File: src/rtl/adc_sclk_gen.sv
// Programmable serial-clock generator for the ADC shift path: divides clk_in by a loadable
// half-period count, emits rise/fall strobes, and runs free or as a counted burst.
module adc_sclk_gen #(
   parameter int CNT_W   = 14,
   parameter int BURST_W = 6
) (
   input  logic               clk_in,
   input  logic               reset_n,
   input  logic [CNT_W-1:0]   div_half,
   input  logic               div_load,
   input  logic               mode,
   input  logic [BURST_W-1:0] burst_len,
   input  logic               start,
   input  logic               stop,
   output logic               sclk,
   output logic               sclk_rise,
   output logic               sclk_fall,
   output logic               busy,
   output logic               done
);

   typedef enum logic [1:0] {IDLE, RUN, DRAIN} state_t;

   state_t             state, state_nxt;
   logic [CNT_W-1:0]   div_act, div_act_nxt;
   logic [CNT_W-1:0]   div_pend, div_pend_nxt;
   logic               pend_vld, pend_vld_nxt;
   logic [CNT_W-1:0]   cnt, cnt_nxt;
   logic [BURST_W:0]   per, per_nxt;
   logic               mode_l, mode_l_nxt;
   logic [BURST_W-1:0] burst_l, burst_l_nxt;
   logic               stop_req, stop_req_nxt;
   logic               sclk_nxt, rise_nxt, fall_nxt, busy_nxt, done_nxt;
   logic               tick, fall_tick, last_fall;

   always_ff @(posedge clk_in or negedge reset_n) begin
      if (!reset_n) begin
         state     <= IDLE;
         div_act   <= '0;
         div_pend  <= '0;
         pend_vld  <= 1'b0;
         cnt       <= '0;
         per       <= '0;
         mode_l    <= 1'b0;
         burst_l   <= '0;
         stop_req  <= 1'b0;
         sclk      <= 1'b0;
         sclk_rise <= 1'b0;
         sclk_fall <= 1'b0;
         busy      <= 1'b0;
         done      <= 1'b0;
      end else begin
         state     <= state_nxt;
         div_act   <= div_act_nxt;
         div_pend  <= div_pend_nxt;
         pend_vld  <= pend_vld_nxt;
         cnt       <= cnt_nxt;
         per       <= per_nxt;
         mode_l    <= mode_l_nxt;
         burst_l   <= burst_l_nxt;
         stop_req  <= stop_req_nxt;
         sclk      <= sclk_nxt;
         sclk_rise <= rise_nxt;
         sclk_fall <= fall_nxt;
         busy      <= busy_nxt;
         done      <= done_nxt;
      end
   end

   // Divisor changes made while running only take effect on a falling toggle,
   // so a high phase is never cut short or stretched.
   always_comb begin
      state_nxt    = state;
      div_act_nxt  = div_act;
      div_pend_nxt = div_pend;
      pend_vld_nxt = pend_vld;
      cnt_nxt      = cnt;
      per_nxt      = per;
      mode_l_nxt   = mode_l;
      burst_l_nxt  = burst_l;
      stop_req_nxt = stop_req;
      sclk_nxt     = sclk;
      rise_nxt     = 1'b0;
      fall_nxt     = 1'b0;
      done_nxt     = 1'b0;
      tick         = 1'b0;
      fall_tick    = 1'b0;
      last_fall    = 1'b0;

      case (state)
         IDLE: begin
            cnt_nxt  = '0;
            sclk_nxt = 1'b0;
            if (div_load) begin
               div_act_nxt = div_half;
            end
            if (start) begin
               state_nxt    = RUN;
               mode_l_nxt   = mode;
               burst_l_nxt  = burst_len;
               per_nxt      = '0;
               stop_req_nxt = 1'b0;
            end
         end
         RUN, DRAIN: begin
            if (div_load) begin
               div_pend_nxt = div_half;
               pend_vld_nxt = 1'b1;
            end
            if (stop && state == RUN) begin
               stop_req_nxt = 1'b1;
               state_nxt    = DRAIN;
            end
            tick      = (cnt == div_act);
            fall_tick = tick && sclk;
            if (tick) begin
               cnt_nxt  = '0;
               sclk_nxt = ~sclk;
               rise_nxt = ~sclk;
               fall_nxt = sclk;
            end else begin
               cnt_nxt = cnt + 1'b1;
            end
            if (fall_tick) begin
               per_nxt      = per + 1'b1;
               pend_vld_nxt = 1'b0;
               if (div_load) begin
                  div_act_nxt = div_half;
               end else if (pend_vld) begin
                  div_act_nxt = div_pend;
               end
               last_fall = stop_req || (!mode_l && per == {1'b0, burst_l});
               if (last_fall) begin
                  state_nxt    = IDLE;
                  stop_req_nxt = 1'b0;
                  done_nxt     = 1'b1;
               end
            end
         end
         default: state_nxt = IDLE;
      endcase

      busy_nxt = (state_nxt != IDLE);
   end

endmodule

File: config.mk
export PLATFORM = sky130hd
export DESIGN_NAME = adc_sclk_gen
export DESIGN_NICKNAME = d
export VERILOG_FILES = /design/src/rtl/adc_sclk_gen.sv
export SDC_FILE = /design/constraint.sdc
export NUM_CORES = 1
export LEC_CHECK = 0
export ABC_AREA = 1
export BUFFER_PORTS_ARGS = -buffer_cell sky130_fd_sc_hd__buf_2
export CORE_ASPECT_RATIO = 1.25
export CORE_MARGIN = 4
export CORE_UTILIZATION = 41
export CTS_BUF_LIST = sky130_fd_sc_hd__clkbuf_2
export CTS_CLUSTER_SIZE = 28
export DETAILED_ROUTE_END_ITERATION = 10
export MAX_ROUTING_LAYER = met4
export PLACE_DENSITY = 0.63
export SLEW_MARGIN = 0
export SYNTH_ARGS = -nofsm -noshare
export SYNTH_HDL_FRONTEND = slang
export SYNTH_SLANG_ARGS = --single-unit
export TNS_END_PERCENT = 30
File: constraint.sdc
create_clock -name clk_in -period 4.73 [get_ports clk_in]
set_clock_uncertainty 0.2 [all_clocks]
set_input_delay 0.2365 -clock clk_in [delete_from_list [all_inputs] [get_ports clk_in]]
set_output_delay 0.2365 -clock clk_in [all_outputs]
set_load 0.005 [all_outputs]
[Word level (Yosys, flattened, before mapping)]
Index checks and enable logic that the tools add are counted.
Word-level totals
  register bits: 65
  input bits: 26
  output and inout bits: 5
  word-level logic and storage cells: 74
Cells by class
  add/subtract/negate cells: 2
  eq/ne operators: 9
  muxes and demuxes: 31
  bitwise operators: 1
  reductions and logical operators: 17
Operators by type and width (number)
  14-bit 2-to-1 mux: 5
  14-bit case mux with 2 select lines: 2
  14-bit by 1-bit adder with 14-bit output (second input constant): 1
  14-bit equality test: 1
  1-bit 2-to-1 mux: 14
  7-bit 2-to-1 mux: 2
  7-bit case mux with 2 select lines: 1
  2-bit AND reduction: 5
  2-bit 2-to-1 mux: 4
  2-bit inequality test (second input constant): 4
  7-bit by 1-bit adder with 7-bit output (second input constant): 1
  7-bit by 6-bit equality test with 1-bit output: 1
  2-bit nonzero test: 3
  1-bit case mux with 2 select lines: 2
  2-bit case mux with 2 select lines: 1
  4-bit AND reduction: 1
  1-bit logical AND: 3
  3-bit inequality test (second input constant): 1
  3-bit AND reduction: 1
  2-bit by 1-bit equality test with 1-bit output (second input constant): 1
  2-bit equality test (second input constant): 1
  2-bit zero test: 1
  2-bit OR reduction: 1
  1-bit zero test: 1
  other kinds (2): 2

[Longest topological paths before layout]
Gate-level depths: netlist of run 1.
  word-level depth: 7
  gate-level depth with buffers: 13
  depth with buffers taken out: 12

[Least setup slack after synthesis of run 1]
OpenSTA, ideal clock, no wires.
  path kind: register -> register
  start point: reg state[0]
  end point: reg div_act[6]
  data arrival time: 1.652 ns
  data required time: 4.463 ns
  path slack: 2.811 ns
  stages on the path, launching flop included: 10
  period minus slack after synthesis: 1.919 ns
  cells stage by stage: dfrtp_1 inv_1 ha_1 buf_2 nand2_1 clkbuf_1 nand2_1 o21ai_0 nand3_1 nand2_1
On the way
  longest elaborated chain between the ends: 4
RTL lines
  start: declaration: RTL line 24  | state_t state, state_nxt;
  start signal: assignment: RTL line 53  | state <= state_nxt;
  2-bit by 1-bit equality test with 1-bit output or 2-bit equality test (tied branches): RTL line 90  | case (state)
  2-bit OR reduction: RTL line 90
  3-bit inequality test (no source line), or another cell as far along
  4-bit AND reduction (no source line)
  end signal: assignment: RTL line 54  | div_act <= div_act_nxt;
  end: declaration: RTL line 25  | logic [CNT_W-1:0] div_act, div_act_nxt;
Several ways; a longest one is shown, not always the timed one.
A chain may end at the register's enable or synchronous reset.

[Final worst setup path of run 1]
  start point: reg state[0]
  end point: reg div_act[13]
Same word-level chain as after synthesis.

==> results of run 1 <==
[metrics by stage]
step / util / worst slack (ps) / area [sq um] / total power [mW] / instances
2_1_floorplan: - / 2810 / 3370 / 1.51 / 408
3_3_place_gp: 0.455 / 2360 / 3590 / 1.63 / 524
3_5_place_dp: 0.455 / 2280 / 3590 / 1.66 / 524
4_1_cts: 0.506 / 2250 / 3990 / 2.07 / 566
5_1_grt: 0.506 / 2030 / 3990 / 2.24 / 566
6_report: 0.506 / 2280 / 3990 / 2.04 / 566
[report_power, final]
group	switching, mW	leakage (nW)	internal [mW]
sequential	0.0902	0.812	0.727
combinational	0.528	1.15	0.309
clock	0.211	0.0819	0.175
[per-layer routing]
layer / vias to the layer above / global-route usage
li1: 1398 / -
met1: 1217 / 0.189
met2: 38 / 0.260
met3: 10 / 0.0307
met4: 0 / 0.0617
met5: - / -
[worst paths after layout]
| kind | cells after the start | slack (ps) | to |
|---|---|---|---|
| worst max-delay path | 6 | 2280 | div_act[13]$_DFFE_PN0P_ |
| worst min-delay path | 3 | 200 | burst_l[4]$_DFFE_PN0P_ |
| worst max register to register | 6 | 2280 | div_act[13]$_DFFE_PN0P_ |
| worst min register to register | 2 | 310 | div_act[7]$_DFFE_PN0P_ |
| max in group asynchronous | 3 | 3570 | cnt[2]$_DFFE_PN0P_ |
| min in group clk_in | 3 | 280 | burst_l[4]$_DFFE_PN0P_ |
[final cells by class]
class	count	share of cell area
Clock inverter	7	0.0238
Timing Repair Buffer	58	0.107
Inverter	47	0.0442
Clock buffer	9	0.0113
Sequential cell	65	0.408
Tap cell	95	0.0298
Multi-Input combinational cell	285	0.376
[cell usage in the layout, fill, tap and decap left out, types with 7 or more instances in the layout]
cell             n
nand2_1        101
dfrtp_1         65
nor2_1          51
inv_1           46
nand3_1         30
buf_2           30
dlygate4sd3_1   26
a21oi_1         21
o21ai_0         16
xor2_1          15
mux2_2           9
clkbuf_2         9
xnor2_1          7
[timing repair]
action / 4_1_cts / 5_1_grt
endpoints found under the hold margin: 105 / 0
setup buffers: 0 / 0
hold buffers: 26 / 0
[sequential cells by signal (all words and copies together), names as in the netlist]
signal     count
mode_l         1
stop_req       1
per            7
sclk           1
sclk_rise      1
sclk_fall      1
state          2
div_act       14
pend_vld       1
cnt           14
busy           1
done           1
burst_l        6
div_pend      14
[worst max-delay path: cells and delay by family (launching register included)]
kind / cells / cell delay [ps]
and+or+nand+nor: 3 / 660
adders and majority gates: 1 / 570
DFF: 1 / 430
muxes: 1 / 440
buffers and inverters: 1 / 80
[kinds of logic after synthesis]
kind of cell	share of synthesized area
compound gates	0.0724
xor+xnor	0.0572
fa+ha+maj	0.0186
buf+inv	0.0717
flops	0.483
mux	0.0331
simple gates	0.264
==> summary.txt, run 1 <==
ROUTE
---------------------------------------------------------------------------------
DRC violations left                                                             0
Initial DRT Pass Iterations                                                     4
DRT antenna net count                                                           0
Metal3 WL                                                                  190 um
Via count                                                                    2663
Routed wire length                                                        6580 um
M1 wire length                                                            3020 um
Met2 routed wirelength                                                    3260 um
Final routed wire length divided by cell count                            11.6 um
Drt via density                                                              4.70
Initial DRC Count                                                             135
Highest routing layer actually used                                          met4

PLACEMENT
---------------------------------------------------------------------------------
Hpwl dp                                                                   4630 um
IO Port Bufs                                                                   30
Gpl congestion                                                              0.786

LOGIC SYNTHESIS
---------------------------------------------------------------------------------
Number of enable-type register cells in the synthesized netlist                 0
Count of yosys warnings during synthesis                                        0
Sequential cell area fraction in the yosys report                           0.483
Flip-flop and latch count after synthesis                                      65
Synthesized instance count                                                    408
Synth cell types                                                               31
Post-synthesis async set-or-reset flop share                                 1.00
Most area-hungry cell type in the Yosys netlist                           dfrtp_1
Most frequent cells after synthesis                                  nand2_1 (101), dfrtp_1 (65), nor2_1 (51)
Most repeated cell in the gate-level netlist after synthesis              nand2_1
Synthesized area per cell                                              8.26 sq um
Post-synth top flop                                                       dfrtp_1
Top cells by area in the synthesized netlist                         dfrtp_1 (48%), nand2_1 (11%), nor2_1 (5.7%)
Area of the mapped netlist                                           0.00337 sq mm
Mapped Nets                                                                   439
Area share of the leading cell type in the synthesized netlist              0.483

POWER AND IR DROP
---------------------------------------------------------------------------------
Static leakage                                                            2.04 nW
Areal power density over the cells                                    512 mW/mm^2
Worst vdd ir                                                             0.289 mV

GLOBAL ROUTE
---------------------------------------------------------------------------------
Wire length of the first global-routing pass                             11700 um
Maximum number of pins on one net before global-route repair                   66
Initial antenna violation count                                                 0
Number of global-route vias before repair                                    2616
Leftover overflow at the end of global routing                                  0
Global-route usage over all layers                                          0.157

FLOORPLAN
---------------------------------------------------------------------------------
Die Wd                                                                    89.1 um
Floorplan core area                                                  0.00788 sq mm
Height of the die                                                          109 um
Effective utilization at floorplan                                          0.427
Number of top-level design ports                                               31
Number of cell rows                                                            36
Die Outline Area                                                     0.00974 sq mm

STA
---------------------------------------------------------------------------------
Min Tclk post-route                                                       2450 ps
Relative slew margins                                                       0.453
Total negative slack for setup checks                                        0 ps
Final period util                                                           0.519
Number of pins exceeding their max-slew limit in the final report               0
Final Hold Violating Endpoints                                                  0
RSZ-0062 raised after global routing                                        false
Upper clock frequency limit                                               407 MHz
Post-Route Hold Slack                                                      204 ps
Actual transition at the worst max-transition pin                          821 ps
Final setup violating endpoints                                                 0

CLOCK NETWORK
---------------------------------------------------------------------------------
Maximum number of buffers from clock root to sink                               2
Buffer type at the clock tree root                                       clkbuf_2
Clock slew seen by the registers of the worst setup and hold paths         200 ps
Number of CTS-inserted buffers                                                  9
Htree depth                                                                     3
Clk Latency, worst-skew pair                                               510 ps
Clock sink count                                                               65
Number of gates resized after cts                                               0
CTS tree                                                                     done

SETUP PATH
---------------------------------------------------------------------------------
Nature of the critical path endpoint                                    flip-flop
Start point of the critical path                                     state[0]$_DFF_PN0_
Largest fanout on the critical path                                            24
Critical Path RT                                                          4940 ps
CP cell instances                                                    inv_1 > ha_1 > nand2_1 > mux2_2 > nand3_1 > nand2_1
Crit Path Class                                                        reg -> reg
Most prevalent standard cell on the critical path                         nand2_1
CP Data Arrival Time                                                      2660 ps
Reg2Reg Launch Point                                                 state[0]$_DFF_PN0_
Sort of element at the start of the critical path                       flip-flop
Slowest stage cell on the critical path                                      ha_1
Slowest Stage Delay on Critical Path                                       570 ps

FINAL LAYOUT
---------------------------------------------------------------------------------
Nets                                                                          497
Synthesis-to-layout area growth                                             18.4%
FILL cells                                                                    743
Fraction of final layout cells with drive strength greater than 1           0.161
Area taken by flip-flops and latches                                 0.00163 sq mm
Multi-input gate area in the final layout                            0.00150 sq mm
Diode insertion count for antenna repair                                        0

RUN STATUS
---------------------------------------------------------------------------------
Outcome                                                                 completed

HOLD PATH
---------------------------------------------------------------------------------
Class of the tightest hold or removal check                           in -> async

JOB
---------------------------------------------------------------------------------
Max_cap viols                                                                   0

Note: power is estimated with default switching activity, not from simulation.
==> run 2: changes to the inputs <==
--- a/config.mk
+++ b/config.mk
@@ -14,7 +14,7 @@
 export CTS_CLUSTER_SIZE = 28
 export DETAILED_ROUTE_END_ITERATION = 10
 export MAX_ROUTING_LAYER = met4
-export PLACE_DENSITY = 0.63
+export PLACE_DENSITY = 0.65
 export SLEW_MARGIN = 0
 export SYNTH_ARGS = -nofsm -noshare
 export SYNTH_HDL_FRONTEND = slang
==> constraint.sdc (replaced) <==
create_clock -name clk_in -period 2.1 [get_ports clk_in]
set_clock_uncertainty 0.2 [all_clocks]
set_input_delay 0.105 -clock clk_in [delete_from_list [all_inputs] [get_ports clk_in]]
set_output_delay 0.105 -clock clk_in [all_outputs]
set_load 0.005 [all_outputs]
==> run 2 against run 1 <==
Net effect:
- worst setup slack worse by 2100 ps
- critical path depth is 1 higher
- final area is 3.1% higher
- maximum frequency is 27% higher
- sequential share of layout area is 1.2 points lower
- power is 130% higher
- largest power group unchanged
==> summary.txt, run 2 (same netlist as run 1, synthesis figures left out) <==
FINAL LAYOUT
---------------------------------------------------------------------------------
Nets                                                                          512   was 497
Fraction of final layout cells with drive strength greater than 1           0.171   was 0.161
Summed area of non-filler cells in the final layout                  0.00411 sq mm   was 0.00399 sq mm
Commonest cells after routing, fill and taps aside                   nand2_1 (101), dfrtp_1 (65), nor2_1 (51)   unchanged
Largest registers                                                    cnt x14, div_act x14, div_pend x14   unchanged
Synthesis-to-layout area growth                                             22.1%   was 18.4%
Leading cell type in the layout, fill and taps excluded                   nand2_1   unchanged
Layout Cells excl Fill                                                        581   was 566

STA
---------------------------------------------------------------------------------
Upper clock frequency limit                                               519 MHz   was 407 MHz
Min Tclk post-route                                                       1930 ps   was 2450 ps
Relative slew margins                                                       0.759   was 0.453
Total negative slack for setup checks                                        0 ps   unchanged
Final Hold Violating Endpoints                                                  0   unchanged
Final setup violating endpoints                                                 0   unchanged
RSZ-0062 raised after global routing                                        false   unchanged
Post-Route Hold Slack                                                      135 ps   was 204 ps
Number of pins exceeding their max-slew limit in the final report               0   unchanged
Actual transition at the worst max-transition pin                          362 ps   was 821 ps
Final period util                                                           0.917   was 0.519

GLOBAL ROUTE
---------------------------------------------------------------------------------
Global-route track usage on met1                                            0.197   was 0.189
Leftover overflow at the end of global routing                                  0   unchanged
Most Crowded Layer GR                                                        met2   unchanged
Met2 Track Usage GR                                                         0.274   was 0.260
Fraction of met3 tracks used by global routing                             0.0360   was 0.0307
Maximum number of pins on one net before global-route repair                   66   unchanged
Number of global-route vias before repair                                    2758   was 2616
Global-route usage over all layers                                          0.166   was 0.157
Initial antenna violation count                                                 1   was 0
Wire length of the first global-routing pass                             12100 um   was 11700 um

POWER AND IR DROP
---------------------------------------------------------------------------------
Clock share of power                                                        0.149   was 0.189
Worst vdd ir                                                             0.701 mV   was 0.289 mV
Seq pwr share                                                               0.399   was 0.401
Areal power density over the cells                                   1130 mW/mm^2   was 512 mW/mm^2
Static leakage                                                            2.12 nW   was 2.04 nW
Internal Dissipation                                                      2.77 mW   was 1.21 mW
Comb power frac                                                             0.452   was 0.410
Switch share                                                                0.402   was 0.407
Switching power                                                           1.86 mW   was 0.829 mW

JOB
---------------------------------------------------------------------------------
Max_cap viols                                                                   0   unchanged

ROUTE
---------------------------------------------------------------------------------
DRC violations left                                                             0   unchanged
Routed wire length                                                        6850 um   was 6580 um
Final routed wire length divided by cell count                            11.8 um   was 11.6 um
Initial DRC Count                                                             114   was 135
Via count                                                                    2752   was 2663
Drt via density                                                              4.74   was 4.70
Initial DRT Pass Iterations                                                     4   unchanged
DRT antenna net count                                                           0   unchanged

CLOCK NETWORK
---------------------------------------------------------------------------------
Clock slew seen by the registers of the worst setup and hold paths         180 ps   was 200 ps
Maximum number of buffers from clock root to sink                               2   unchanged
Buffer type at the clock tree root                                       clkbuf_2   unchanged
Clk Latency, worst-skew pair                                               520 ps   was 510 ps
CTS tree                                                                     done   unchanged
Clock sink count                                                               65   unchanged
Number of CTS-inserted buffers                                                  9   unchanged
Post-CTS Setup Bufs                                                             0   unchanged
Htree depth                                                                     3   unchanged

PLACEMENT
---------------------------------------------------------------------------------
Gpl congestion                                                              0.826   was 0.786
IO Port Bufs                                                                   30   unchanged
Post-placement cell count                                                     533   was 524
Hpwl dp                                                                   4710 um   was 4630 um
Post-placement cell area                                             0.00368 sq mm   was 0.00359 sq mm

SETUP PATH
---------------------------------------------------------------------------------
Crit Path Class                                                        reg -> reg   unchanged
Sort of element at the start of the critical path                       flip-flop   unchanged
Largest fanout on the critical path                                            13   was 24
Setup slack, reg-to-reg                                                    170 ps   was 2280 ps
CP Data Arrival Time                                                      2160 ps   was 2660 ps
RR Endpoint                                                          burst_l[3]$_DFFE_PN0P_   was div_act[13]$_DFFE_PN0P_
Logic depth of the worst register-to-register path                              7   was 6
Reg2Reg Launch Point                                                 state[0]$_DFF_PN0_   unchanged
Critical Path RT                                                          2330 ps   was 4940 ps
Nature of the critical path endpoint                                    flip-flop   unchanged

FLOORPLAN
---------------------------------------------------------------------------------
Die Outline Area                                                     0.00974 sq mm   unchanged
Effective utilization at floorplan                                          0.427   unchanged
Number of cell rows                                                            36   unchanged
Floorplan core area                                                  0.00788 sq mm   unchanged
Height of the die                                                          109 um   unchanged
Die Wd                                                                    89.1 um   unchanged
Number of top-level design ports                                               31   unchanged

HOLD PATH
---------------------------------------------------------------------------------
Class of the tightest hold or removal check                             in -> reg   was in -> async
Number of stages on the worst hold path                                         3
Min-delay src                                                        burst_len[4]
Hold endpoint                                                        burst_l[4]$_DFFE_PN0P_

RUN STATUS
---------------------------------------------------------------------------------
Outcome                                                                 completed   unchanged

## run 2: critical path: stages (launching register included)
cell	delay [ps]
dfrtp_1	440
inv_1	130
ha_4	180
nand2_1	60
buf_4	170
nor2_1	90
dlygate4sd3_1	550
a21oi_1	40
## run 2: power groups by stage
| stage | clock [mW] | sequential, mW | combinational (mW) |
|---|---|---|---|
| 6_report | 0.692 | 1.85 | 2.09 |
| 5_1_grt | 0.791 | 1.90 | 2.42 |
| 4_1_cts | 0.719 | 1.85 | 2.08 |
| 3_5_place_dp | 0 | 1.88 | 2.02 |
| 3_3_place_gp | 0 | 1.87 | 1.97 |
| 2_1_floorplan | 0 | 1.82 | 1.58 |
## run 2: through the flow
step                total power [mW]  worst slack, ps  utilization
floorplan                       3.40              181            -
global placement                3.84              178        0.467
detailed placement              3.90              152        0.467
CTS                             4.65              105        0.520
global route                    5.11             24.8        0.522
finish                          4.63              174        0.522
## run 2: worst max path at each step
stage,start,end,slack (ps),cells after the start
2_1_floorplan,state[0]$_DFF_PN0_,div_act[6]$_DFFE_PN0P_,180,9
3_3_place_gp,state[0]$_DFF_PN0_,cnt[6]$_DFFE_PN0P_,180,7
3_5_place_dp,state[0]$_DFF_PN0_,div_act[5]$_DFFE_PN0P_,150,8
4_1_cts,state[0]$_DFF_PN0_,burst_l[3]$_DFFE_PN0P_,110,7
5_1_grt,state[0]$_DFF_PN0_,cnt[6]$_DFFE_PN0P_,20,7
6_report,state[0]$_DFF_PN0_,burst_l[3]$_DFFE_PN0P_,170,7
## run 2: per-layer routing
metal,up-vias,routed length [um]
li1,1425,-
met4,0,107
met2,38,3380
met3,8,232
met1,1281,3130
met5,-,0
## run 2: final cells by class
cell class / count / area (sq um)
inverters: 47 / 176
clock buffers: 10 / 50.0
fillers: 713 / 3770
repair buffers: 73 / 578
clock inverters: 5 / 47.5
well taps: 95 / 119
flip-flops and latches: 65 / 1630
diodes: 1 / 2.50
multi-input cells: 285 / 1510
## run 2: timing repair
item | CTS | global route
hold buffers | 32 | 0
endpoints found under the hold margin | 112 | 0
resized for setup | 0 | 2
endpoints found under the setup margin | 0 | 11
==> run 3: changes to the inputs <==
--- a/config.mk
+++ b/config.mk
@@ -15,6 +15,7 @@
 export DETAILED_ROUTE_END_ITERATION = 10
 export MAX_ROUTING_LAYER = met4
 export PLACE_DENSITY = 0.65
+export RECOVER_POWER = 100
 export SLEW_MARGIN = 0
 export SYNTH_ARGS = -nofsm -noshare
 export SYNTH_HDL_FRONTEND = slang
==> run 3 against run 2 <==
Net effect:
- combinational power fell by 2%
- sequential power is essentially flat
- cell count is the same
- worst hold slack got worse by 1.3 ps
- via count is 0.80% higher
- non-clock buffer count unchanged
- largest cell class unchanged
==> summary.txt, run 3 (same netlist as run 1, synthesis figures left out) <==
CLOCK NETWORK
---------------------------------------------------------------------------------
Post-CTS Setup Bufs                                                             0   unchanged
Clock sink count                                                               65   unchanged
Clock slew seen by the registers of the worst setup and hold paths         180 ps   about the same
CTS tree                                                                     done   unchanged
Buffer type at the clock tree root                                       clkbuf_2   unchanged
Clk Latency, worst-skew pair                                               520 ps   about the same
Number of CTS-inserted buffers                                                  9   unchanged
Maximum number of buffers from clock root to sink                               2   unchanged
Htree depth                                                                     3   unchanged

ROUTE
---------------------------------------------------------------------------------
DRC violations left                                                             0   unchanged
Final routed wire length divided by cell count                            11.8 um   about the same
Initial DRC Count                                                             121   was 114
Initial DRT Pass Iterations                                                     5   was 4
Via count                                                                    2774   was 2752
DRT antenna net count                                                           0   unchanged
Routed wire length                                                        6860 um   was 6850 um
Drt via density                                                              4.77   was 4.74

STA
---------------------------------------------------------------------------------
RSZ-0062 raised after global routing                                        false   unchanged
Final period util                                                           0.918   was 0.917
Min Tclk post-route                                                       1930 ps   about the same
Final Hold Violating Endpoints                                                  0   unchanged
Actual transition at the worst max-transition pin                          893 ps   was 362 ps
Relative slew margins                                                       0.404   was 0.759
Post-Route Hold Slack                                                      133 ps   was 135 ps
Number of pins exceeding their max-slew limit in the final report               0   unchanged
Upper clock frequency limit                                               519 MHz   about the same
Final setup violating endpoints                                                 0   unchanged
Total negative slack for setup checks                                        0 ps   unchanged

SETUP PATH
---------------------------------------------------------------------------------
CP cell instances                                                    inv_1 > ha_4 > nand2_1 > buf_4 > nor2_1 > dlygate4sd3_1 > a21oi_1   unchanged
Slowest Stage Delay on Critical Path                                       550 ps   about the same
Crit Path Class                                                        reg -> reg   unchanged
Largest fanout on the critical path                                            13   unchanged
Slowest stage cell on the critical path                              dlygate4sd3_1   unchanged
Nature of the critical path endpoint                                    flip-flop   unchanged
CP Data Arrival Time                                                      2160 ps   about the same
Sort of element at the start of the critical path                       flip-flop   unchanged
Critical Path RT                                                          2340 ps   was 2330 ps
Crit path buf inv count                                                         3   unchanged
Family with the most delay on the worst path                         buffers and inverters   unchanged

FLOORPLAN
---------------------------------------------------------------------------------
Die Wd                                                                    89.1 um   unchanged
Height of the die                                                          109 um   unchanged
Die Outline Area                                                     0.00974 sq mm   unchanged
Effective utilization at floorplan                                          0.427   unchanged
Number of top-level design ports                                               31   unchanged
Floorplan core area                                                  0.00788 sq mm   unchanged
Number of cell rows                                                            36   unchanged

FINAL LAYOUT
---------------------------------------------------------------------------------
Leading cell type in the layout, fill and taps excluded                   nand2_1   unchanged
Synthesis-to-layout area growth                                             21.0%   was 22.1%
Largest registers                                                    cnt x14, div_act x14, div_pend x14   unchanged
Nets                                                                          512   unchanged
Commonest cells after routing, fill and taps aside                   nand2_1 (104), dfrtp_1 (65), nor2_1 (52)   was nand2_1 (101), dfrtp_1 (65), nor2_1 (51)
Fraction of final layout cells with drive strength greater than 1           0.155   was 0.171

POWER AND IR DROP
---------------------------------------------------------------------------------
Areal power density over the cells                                   1130 mW/mm^2   about the same
Static leakage                                                            2.10 nW   was 2.12 nW
Worst vdd ir                                                             0.685 mV   was 0.701 mV

GLOBAL ROUTE
---------------------------------------------------------------------------------
Global-route usage over all layers                                          0.166   unchanged
Wire length of the first global-routing pass                             12100 um   unchanged
Leftover overflow at the end of global routing                                  0   unchanged
Maximum number of pins on one net before global-route repair                   66   unchanged
Initial antenna violation count                                                 1   unchanged
Number of global-route vias before repair                                    2758   unchanged

PLACEMENT
---------------------------------------------------------------------------------
Hpwl dp                                                                   4710 um   unchanged
Gpl congestion                                                              0.826   unchanged
IO Port Bufs                                                                   30   unchanged

RUN STATUS
---------------------------------------------------------------------------------
Outcome                                                                 completed   unchanged

JOB
---------------------------------------------------------------------------------
Max_cap viols                                                                   0   unchanged

HOLD PATH
---------------------------------------------------------------------------------
Class of the tightest hold or removal check                             in -> reg   unchanged

run 3: cell count changes in the layout (fill, tap and decap cells not counted), moves of 2 or more:
cell	previous run	this run
o21ai_0	16	18
buf_4	9	7
nand2_2	3	0
clkbuf_1	0	2
o21ai_2	5	3
nand2_1	101	104
run 3: worst register-to-register path: stages (launching register included):
cell           delay [ps]
dfrtp_1               440
inv_1                 130
ha_4                  180
nand2_1                60
buf_4                 170
nor2_1                 90
dlygate4sd3_1         550
a21oi_1                40
run 3: path summary, 6_finish.rpt:
check	slack (ps)	depth (start not counted)	startpoint	endpoint
max	170	7	state[0]$_DFF_PN0_	burst_l[3]$_DFFE_PN0P_
min	130	3	burst_len[4]	burst_l[4]$_DFFE_PN0P_
max reg2reg	170	7	state[0]$_DFF_PN0_	burst_l[3]$_DFFE_PN0P_
min reg2reg	310	2	div_act[2]$_DFFE_PN0P_	div_act[2]$_DFFE_PN0P_
max in group asynchronous	440	4	reset_n	busy$_DFF_PN0_
min in group asynchronous	630	4	reset_n	burst_l[3]$_DFFE_PN0P_
run 3: per-stage QoR:
step | instances | cell area [sq um] | setup slack (ps) | power (mW) | utilization
3_3_place_gp | 533 | 3680 | 178 | 3.84 | 0.467
3_5_place_dp | 533 | 3680 | 152 | 3.90 | 0.467
6_report | 581 | 4080 | 172 | 4.59 | 0.517
2_1_floorplan | 408 | 3370 | 181 | 3.40 | -
5_1_grt | 581 | 4080 | 28.7 | 5.07 | 0.517
4_1_cts | 580 | 4100 | 105 | 4.65 | 0.520
run 3: what timing repair did:
action / 4_1_cts / 5_1_grt
endpoints found under the setup margin: 0 / 11
gates resized for setup: 0 / 2
hold buffers: 32 / 0
hold endpoints to repair: 112 / 0
run 3: layer usage:
layer | up-vias | share of wire | global-route usage
li1 | 1428 | - | -
met1 | 1293 | 0.46 | 0.197
met2 | 43 | 0.49 | 0.274
met3 | 10 | 0.033 | 0.0360
met4 | 0 | 0.016 | 0.0638
met5 | - | 0 | -
run 3: power by group:
group | internal, mW | total [mW] | switching (mW)
clock network | 0.262 | 0.693 | 0.431
logic | 0.846 | 2.05 | 1.21
registers | 1.64 | 1.85 | 0.209
run 3: final cells by class:
type                       instances  area, sq um
antenna                            1         2.50
clock buffer                      10         50.0
clock inverter                     5         47.5
fill                             727         3810
inverter                          47          176
multi-input combinational        285         1500
sequential                        65         1630
tap                               95          119
timing repair buffer              73          558
